--- src/rtl/param_memory_if.sv ---
// Bus bundle for param_memory: write/read/clear requests in, registered read data and status out.
interface param_memory_if #(
  parameter int unsigned DW = 8,
  parameter int unsigned AW = 8
);
  logic          clr;
  logic          we;
  logic [AW-1:0] waddr;
  logic [DW-1:0] wdata;
  logic          re;
  logic [AW-1:0] raddr;
  logic [DW-1:0] rdata;
  logic          rvalid;
  logic          busy;
  logic          perr;

  modport master (
    output clr, we, waddr, wdata, re, raddr,
    input  rdata, rvalid, busy, perr
  );

  modport slave (
    input  clr, we, waddr, wdata, re, raddr,
    output rdata, rvalid, busy, perr
  );
endinterface

--- src/rtl/param_memory.sv ---
// 2**AW x DW memory with a DEPTH-cycle clear sweep to INIT_VAL, read-first 1-cycle reads.
// Optional even-parity storage and checking is enabled by defining PARAM_MEMORY_PARITY_EN.
module param_memory #(
  parameter int unsigned   DW       = 8,
  parameter int unsigned   AW       = 8,
  parameter logic [DW-1:0] INIT_VAL = '0
) (
  input logic             i_clk,
  input logic             i_rst,
  param_memory_if.slave   bus
);

  localparam int unsigned Depth = 2 ** AW;

  typedef enum logic [0:0] {StIdle, StClear} state_e;

  state_e        r_state;
  state_e        w_state_next;
  logic [AW-1:0] r_cnt;
  logic [DW-1:0] r_mem [Depth];
  logic [DW-1:0] r_rdata;
  logic          r_rvalid;

  logic          w_busy;
  logic          w_wr_en;
  logic [AW-1:0] w_wr_addr;
  logic [DW-1:0] w_wr_data;
  logic          w_rd_en;
  logic          w_cnt_clr;

  // State register
  always_ff @(posedge i_clk) begin
    if (i_rst) begin
      r_state <= StClear;
    end else begin
      r_state <= w_state_next;
    end
  end

  // Next-state logic; clr during a sweep is ignored
  always_comb begin
    w_state_next = r_state;
    unique case (r_state)
      StIdle:  if (bus.clr) w_state_next = StClear;
      StClear: if (&r_cnt)  w_state_next = StIdle;
      default: w_state_next = StClear;
    endcase
  end

  // Output/datapath control; clr wins over same-cycle we/re
  always_comb begin
    w_busy    = 1'b0;
    w_wr_en   = 1'b0;
    w_wr_addr = bus.waddr;
    w_wr_data = bus.wdata;
    w_rd_en   = 1'b0;
    w_cnt_clr = 1'b0;
    unique case (r_state)
      StIdle: begin
        w_wr_en   = bus.we & ~bus.clr & ~i_rst;
        w_rd_en   = bus.re & ~bus.clr & ~i_rst;
        w_cnt_clr = bus.clr;
      end
      StClear: begin
        w_busy    = 1'b1;
        w_wr_en   = 1'b1;
        w_wr_addr = r_cnt;
        w_wr_data = INIT_VAL;
      end
      default: w_busy = 1'b1;
    endcase
  end

  always_ff @(posedge i_clk) begin
    if (i_rst || w_cnt_clr) begin
      r_cnt <= '0;
    end else if (w_busy) begin
      r_cnt <= r_cnt + 1'b1;
    end
  end

  // Array has no reset; the sweep is what initialises it
  always_ff @(posedge i_clk) begin
    if (w_wr_en) begin
      r_mem[w_wr_addr] <= w_wr_data;
    end
  end

  // Nonblocking update makes a same-address we/re return the pre-write word
  always_ff @(posedge i_clk) begin
    if (i_rst) begin
      r_rdata  <= '0;
      r_rvalid <= 1'b0;
    end else begin
      r_rvalid <= w_rd_en;
      if (w_rd_en) begin
        r_rdata <= r_mem[bus.raddr];
      end
    end
  end

`ifdef PARAM_MEMORY_PARITY_EN
  logic r_par [Depth];
  logic r_perr;

  always_ff @(posedge i_clk) begin
    if (w_wr_en) begin
      r_par[w_wr_addr] <= ^w_wr_data;
    end
  end

  always_ff @(posedge i_clk) begin
    if (i_rst) begin
      r_perr <= 1'b0;
    end else begin
      r_perr <= w_rd_en & (r_par[bus.raddr] ^ (^r_mem[bus.raddr]));
    end
  end

  assign bus.perr = r_perr;
`else
  assign bus.perr = 1'b0;
`endif

  assign bus.rdata  = r_rdata;
  assign bus.rvalid = r_rvalid;
  assign bus.busy   = w_busy;

endmodule

--- src/flat_wrapper.sv ---
// flat-port wrapper written by rule: the top's interface ports become plain ports
module param_memory_flat 
#(
  parameter int unsigned   DW       = 8,
  parameter int unsigned   AW       = 8,
  parameter logic [DW-1:0] INIT_VAL = '0
)
  (i_clk, i_rst, bus_clr, bus_we, bus_waddr, bus_wdata, bus_re, bus_raddr, bus_rdata, bus_rvalid, bus_busy, bus_perr);
  param_memory_if #(.DW(DW), .AW(AW)) bus_i ();
  input logic i_clk;
  input logic i_rst;
  input wire logic [$bits(bus_i.clr)-1:0] bus_clr;
  input wire logic [$bits(bus_i.we)-1:0] bus_we;
  input wire logic [$bits(bus_i.waddr)-1:0] bus_waddr;
  input wire logic [$bits(bus_i.wdata)-1:0] bus_wdata;
  input wire logic [$bits(bus_i.re)-1:0] bus_re;
  input wire logic [$bits(bus_i.raddr)-1:0] bus_raddr;
  output wire logic [$bits(bus_i.rdata)-1:0] bus_rdata;
  output wire logic [$bits(bus_i.rvalid)-1:0] bus_rvalid;
  output wire logic [$bits(bus_i.busy)-1:0] bus_busy;
  output wire logic [$bits(bus_i.perr)-1:0] bus_perr;
  assign bus_i.clr = bus_clr;
  assign bus_i.we = bus_we;
  assign bus_i.waddr = bus_waddr;
  assign bus_i.wdata = bus_wdata;
  assign bus_i.re = bus_re;
  assign bus_i.raddr = bus_raddr;
  assign bus_rdata = bus_i.rdata;
  assign bus_rvalid = bus_i.rvalid;
  assign bus_busy = bus_i.busy;
  assign bus_perr = bus_i.perr;
  param_memory #(.DW(DW), .AW(AW), .INIT_VAL(INIT_VAL)) u_core (.i_clk(i_clk), .i_rst(i_rst), .bus(bus_i));
endmodule
--- config.mk ---
export PLATFORM = sky130hd
export DESIGN_NAME = param_memory_flat
export DESIGN_NICKNAME = d
export VERILOG_FILES = /design/src/rtl/param_memory_if.sv /design/src/rtl/param_memory.sv /design/src/flat_wrapper.sv
export SDC_FILE = /design/constraint.sdc
export NUM_CORES = 2
export LEC_CHECK = 0
export CORE_ASPECT_RATIO = 1.25
export CORE_UTILIZATION = 30
export CTS_CLUSTER_DIAMETER = 40
export DETAILED_ROUTE_END_ITERATION = 8
export MAX_ROUTING_LAYER = met4
export SKIP_LAST_GASP = 1
export SYNTH_ARGS = -nofsm -noshare
export SYNTH_HDL_FRONTEND = slang
export SYNTH_SLANG_ARGS = --single-unit
export TNS_END_PERCENT = 100
--- constraint.sdc ---
create_clock -name i_clk -period 11.9 [get_ports i_clk]
set_clock_uncertainty 0.2 [all_clocks]
set_input_delay 2.38 -clock i_clk [delete_from_list [all_inputs] [get_ports i_clk]]
set_output_delay 2.38 -clock i_clk [all_outputs]
set_load 0.05 [all_outputs]
==> results.yml <==
run_status:
  outcome: "completed"
hold_path:
  hold_class: "register to register"
  hp-start: "u_core.r_cnt[0]"
worst_setup_path:
  critical_path_class: "input pin to register"
  rr_endpoint: "u_core.r_mem[12][7]"
  cp-start-kind: "input pin"
  r2r_setup_slack_ns: 7.21
  critPathCapture: "u_core.bus.rdata[0]"
  required_ns: 12.50
  arrival_ns: 7.10
  startpoint: "bus_raddr[1]"
  cp-end-kind: "register"
  cp_max_fo: 82
  r2r_cells: 4
  rr_startpoint: "u_core.r_state"
synthesis:
  async_flop_share_pct: 0
  ys_seq_area_share_pct: 76.1
  yosys.area_share.simple_pct: 3.12
  synth-edff-count: 2048
  synth_mux_area_share_pct: 14.5
  ys_types: 73
  synth_compound_area_share_pct: 3.82
  yosysWarningCount: 0
  ys.flop_type: "edfxtp_1"
  synth_cells: 4026
  synth-adder-area-share_pct: 0.0154
  syn_area_per_cell_um2: 20.2
  synth-xor-area-share_pct: 0.0323
  synth_top_family_by_area: "multiplexers"
  synth_area_um2: 81300
  synth-seq-cells: 2066
  synthesis.nets: 4056
floorplan:
  die_area_um2: 273000
  core_area_um2: 269000
  die_y_um: 584
  pin_count: 40
  num_rows: 213
  initial_utilization_pct: 30.2
  die_w_um: 468
timing:
  finalCriticalPeriod_ns: 6.50
  worst_pin_slew_ns: 1.38
  fin_setup_tns_ns: 0
  slew_headroom_pct: 5.52
  finalSetupViolCount: 0
  hold_viol_final: 0
  fin_crit_sh_pct: 54.6
  fmax_mhz: 154
  drv_slew: 0
  rsz0062_at_grt: "no"
routing:
  dr.pass1.iters: 6
  drtIter0Drc: 4737
  drc: 0
  via_per_inst: 5.25
  vias: 41052
  wl_per_cell_um: 28.6
  routed_wl_um: 224000
  antenna_left: 0
clocking:
  cts_max_path_buffers: 3
  cts_tree: "yes"
  cts_hold_buf: 0
  clock_latency_ns: 0.86
  ctsHtreeMaxLevel: 4
  cts.sinks: 2066
  clk_pin_slew_ns: 0.07
  ctsResizeCount: 0
  cts_buffers: 198
  cts_root_buf: "clkbuf_16"
  cts_setup_buffers: 0
layout:
  num-nets-final: 4130
  final_core_util_pct: 34.0
  seq_area_um2: 61900
  fin_cells: 7817
  drive_gt1_share_pct: 17.6
  fill_cells: 24903
  multi_input_area_um2: 17700
  area_growth_pct: 12.6
power_and_ir_drop:
  p_leak_nw: 28.8
  switching_share_pct: 21.5
  clkPwrFrac_pct: 42.7
  p_total_mw: 14.8
  seq_power_share_pct: 53.3
  irDropWorstVdd_uv: 162
  pwr-share-comb_pct: 4.0
  powerDensity_nw_per_um2: 162
  internal-power_mw: 11.6
  p_sw_mw: 3.18
placement:
  dp_hpwl_um: 138000
  dp_cells: 7447
  gp_congestion: 0.889
  io_buffers: 38
global_route:
  antenna_found_initial: 5
  busiest_layer: "met2"
  use_met1_pct: 19.7
  grt_overflow: 0
  grt_usage_pct: 16.6
  groute.layer.met2.usage_pct: 27.6
  grt_pass1_wl_um: 314000
  grtUsageMet3_pct: 2.48
  grt_pass1_vias: 40907
  grt_max_degree: 256
job:
  cap_violations: 0
==> metal layers <==
| metal | part of all wire, % | vias to the layer above | wire length (um) |
|---|---|---|---|
| met2 | 51 | 1920 | 113000 |
| met1 | 37 | 21819 | 83300 |
| met5 | 0 | - | 0 |
| met4 | 5.3 | 0 | 11800 |
| met3 | 7.0 | 446 | 15600 |
| li1 | - | 16867 | - |
==> flip-flops by register name, indices dropped and copies added, names as in the netlist <==
name,flops
u_core.r_cnt,8
u_core.r_state,1
u_core.r_mem,2048
u_core.bus.rvalid,1
u_core.bus.rdata,8
==> placed cells by master (no fill, tap or decap), drive strengths merged, types with 18 or more instances in the layout <==
cell type	instances
o21ai	34
mux4	377
o22ai	115
nor3	29
a211oi	42
clkbuf	232
clkinv	81
inv	32
buf	79
o221ai	59
nor2	330
a22oi	53
nand3	41
bufinv	19
nand2	103
edfxtp	2048
clkdlybuf4s50	34
dfxtp	18
a21oi	64
mux2i	298
==> how the worst min path moves through the flow <==
| stage | endpoint | slack (ns) | cells past startpoint |
|---|---|---|---|
| after global routing | u_core.r_cnt[0] | 0.39 | 2 |
| after detailed placement | u_core.r_cnt[0] | 0.32 | 2 |
| after CTS | u_core.r_cnt[0] | 0.33 | 2 |
| after floorplan | u_core.r_cnt[0] | 0.30 | 2 |
| final | u_core.r_cnt[0] | 0.34 | 2 |
| after global placement | u_core.r_cnt[0] | 0.32 | 2 |
==> critical path: stages <==
cell and delay (ns):
buf_8 0.37, buf_12 0.43, buf_4 0.76, mux4_2 0.35, and2_1 0.16, a211oi_1 0.06
nor3_1 0.81, nand3_1 0.22, nor4_1 1.00, a211o_1 0.18
==> cell type report <==
cell class / instances / share of cell area, %
inverters: 10 / 0.0437
clock inverters: 134 / 1.49
well taps: 3547 / 4.84
repair buffers: 113 / 1.19
diodes: 4 / 0.0109
flip-flops and latches: 2066 / 67.5
clock buffers: 232 / 5.58
multi-input cells: 1711 / 19.3
==> power by group through the flow <==
stage | Combinational (mW) | Clock (mW) | Sequential [mW]
2_1_floorplan | 0.393 | 0 | 8.04
3_3_place_gp | 0.596 | 0 | 8.04
3_5_place_dp | 0.595 | 0 | 8.04
4_1_cts | 0.597 | 6.39 | 7.89
5_1_grt | 0.611 | 6.66 | 7.88
6_report | 0.596 | 6.32 | 7.89
==> cells in the mapped netlist (all sizes together) (29+ instances only) <==
cell    count  share of area [%]
a211oi     42               0.39
a21oi      64               0.39
a22oi      53               0.50
buf       151                1.9
clkbuf     87               0.49
edfxtp   2048                 76
mux2i     298                3.7
mux4      377                 11
nand2     103               0.48
nand3      41               0.25
nor2      330                1.5
nor3       29               0.18
o21ai      34               0.21
o221ai     59               0.67
o22ai     115               0.88
==> per-stage QoR <==
step / setup slack [ns] / hold WS [ns] / cell area [um^2]
after floorplan: 1.73 / 0.296 / 81300
after global placement: 4.53 / 0.321 / 85100
after detailed placement: 4.77 / 0.324 / 85100
after CTS: 5.68 / 0.332 / 91600
after global routing: 5.56 / 0.385 / 91600
final: 5.40 / 0.339 / 91600
==> cell families (layout without fill, tap and decap cells) <==
group / count (synthesis) / count (layout)
buffers and inverters: 249 / 489
muxes: 683 / 683
and+or+nand+nor: 586 / 586
xor gates and xnor gates: 3 / 3
AOI/OAI and AO/OA: 437 / 437
other: 1 / 5
DFF: 2066 / 2066
adders and majority gates: 1 / 1
Power figures use the tool's default switching activity.
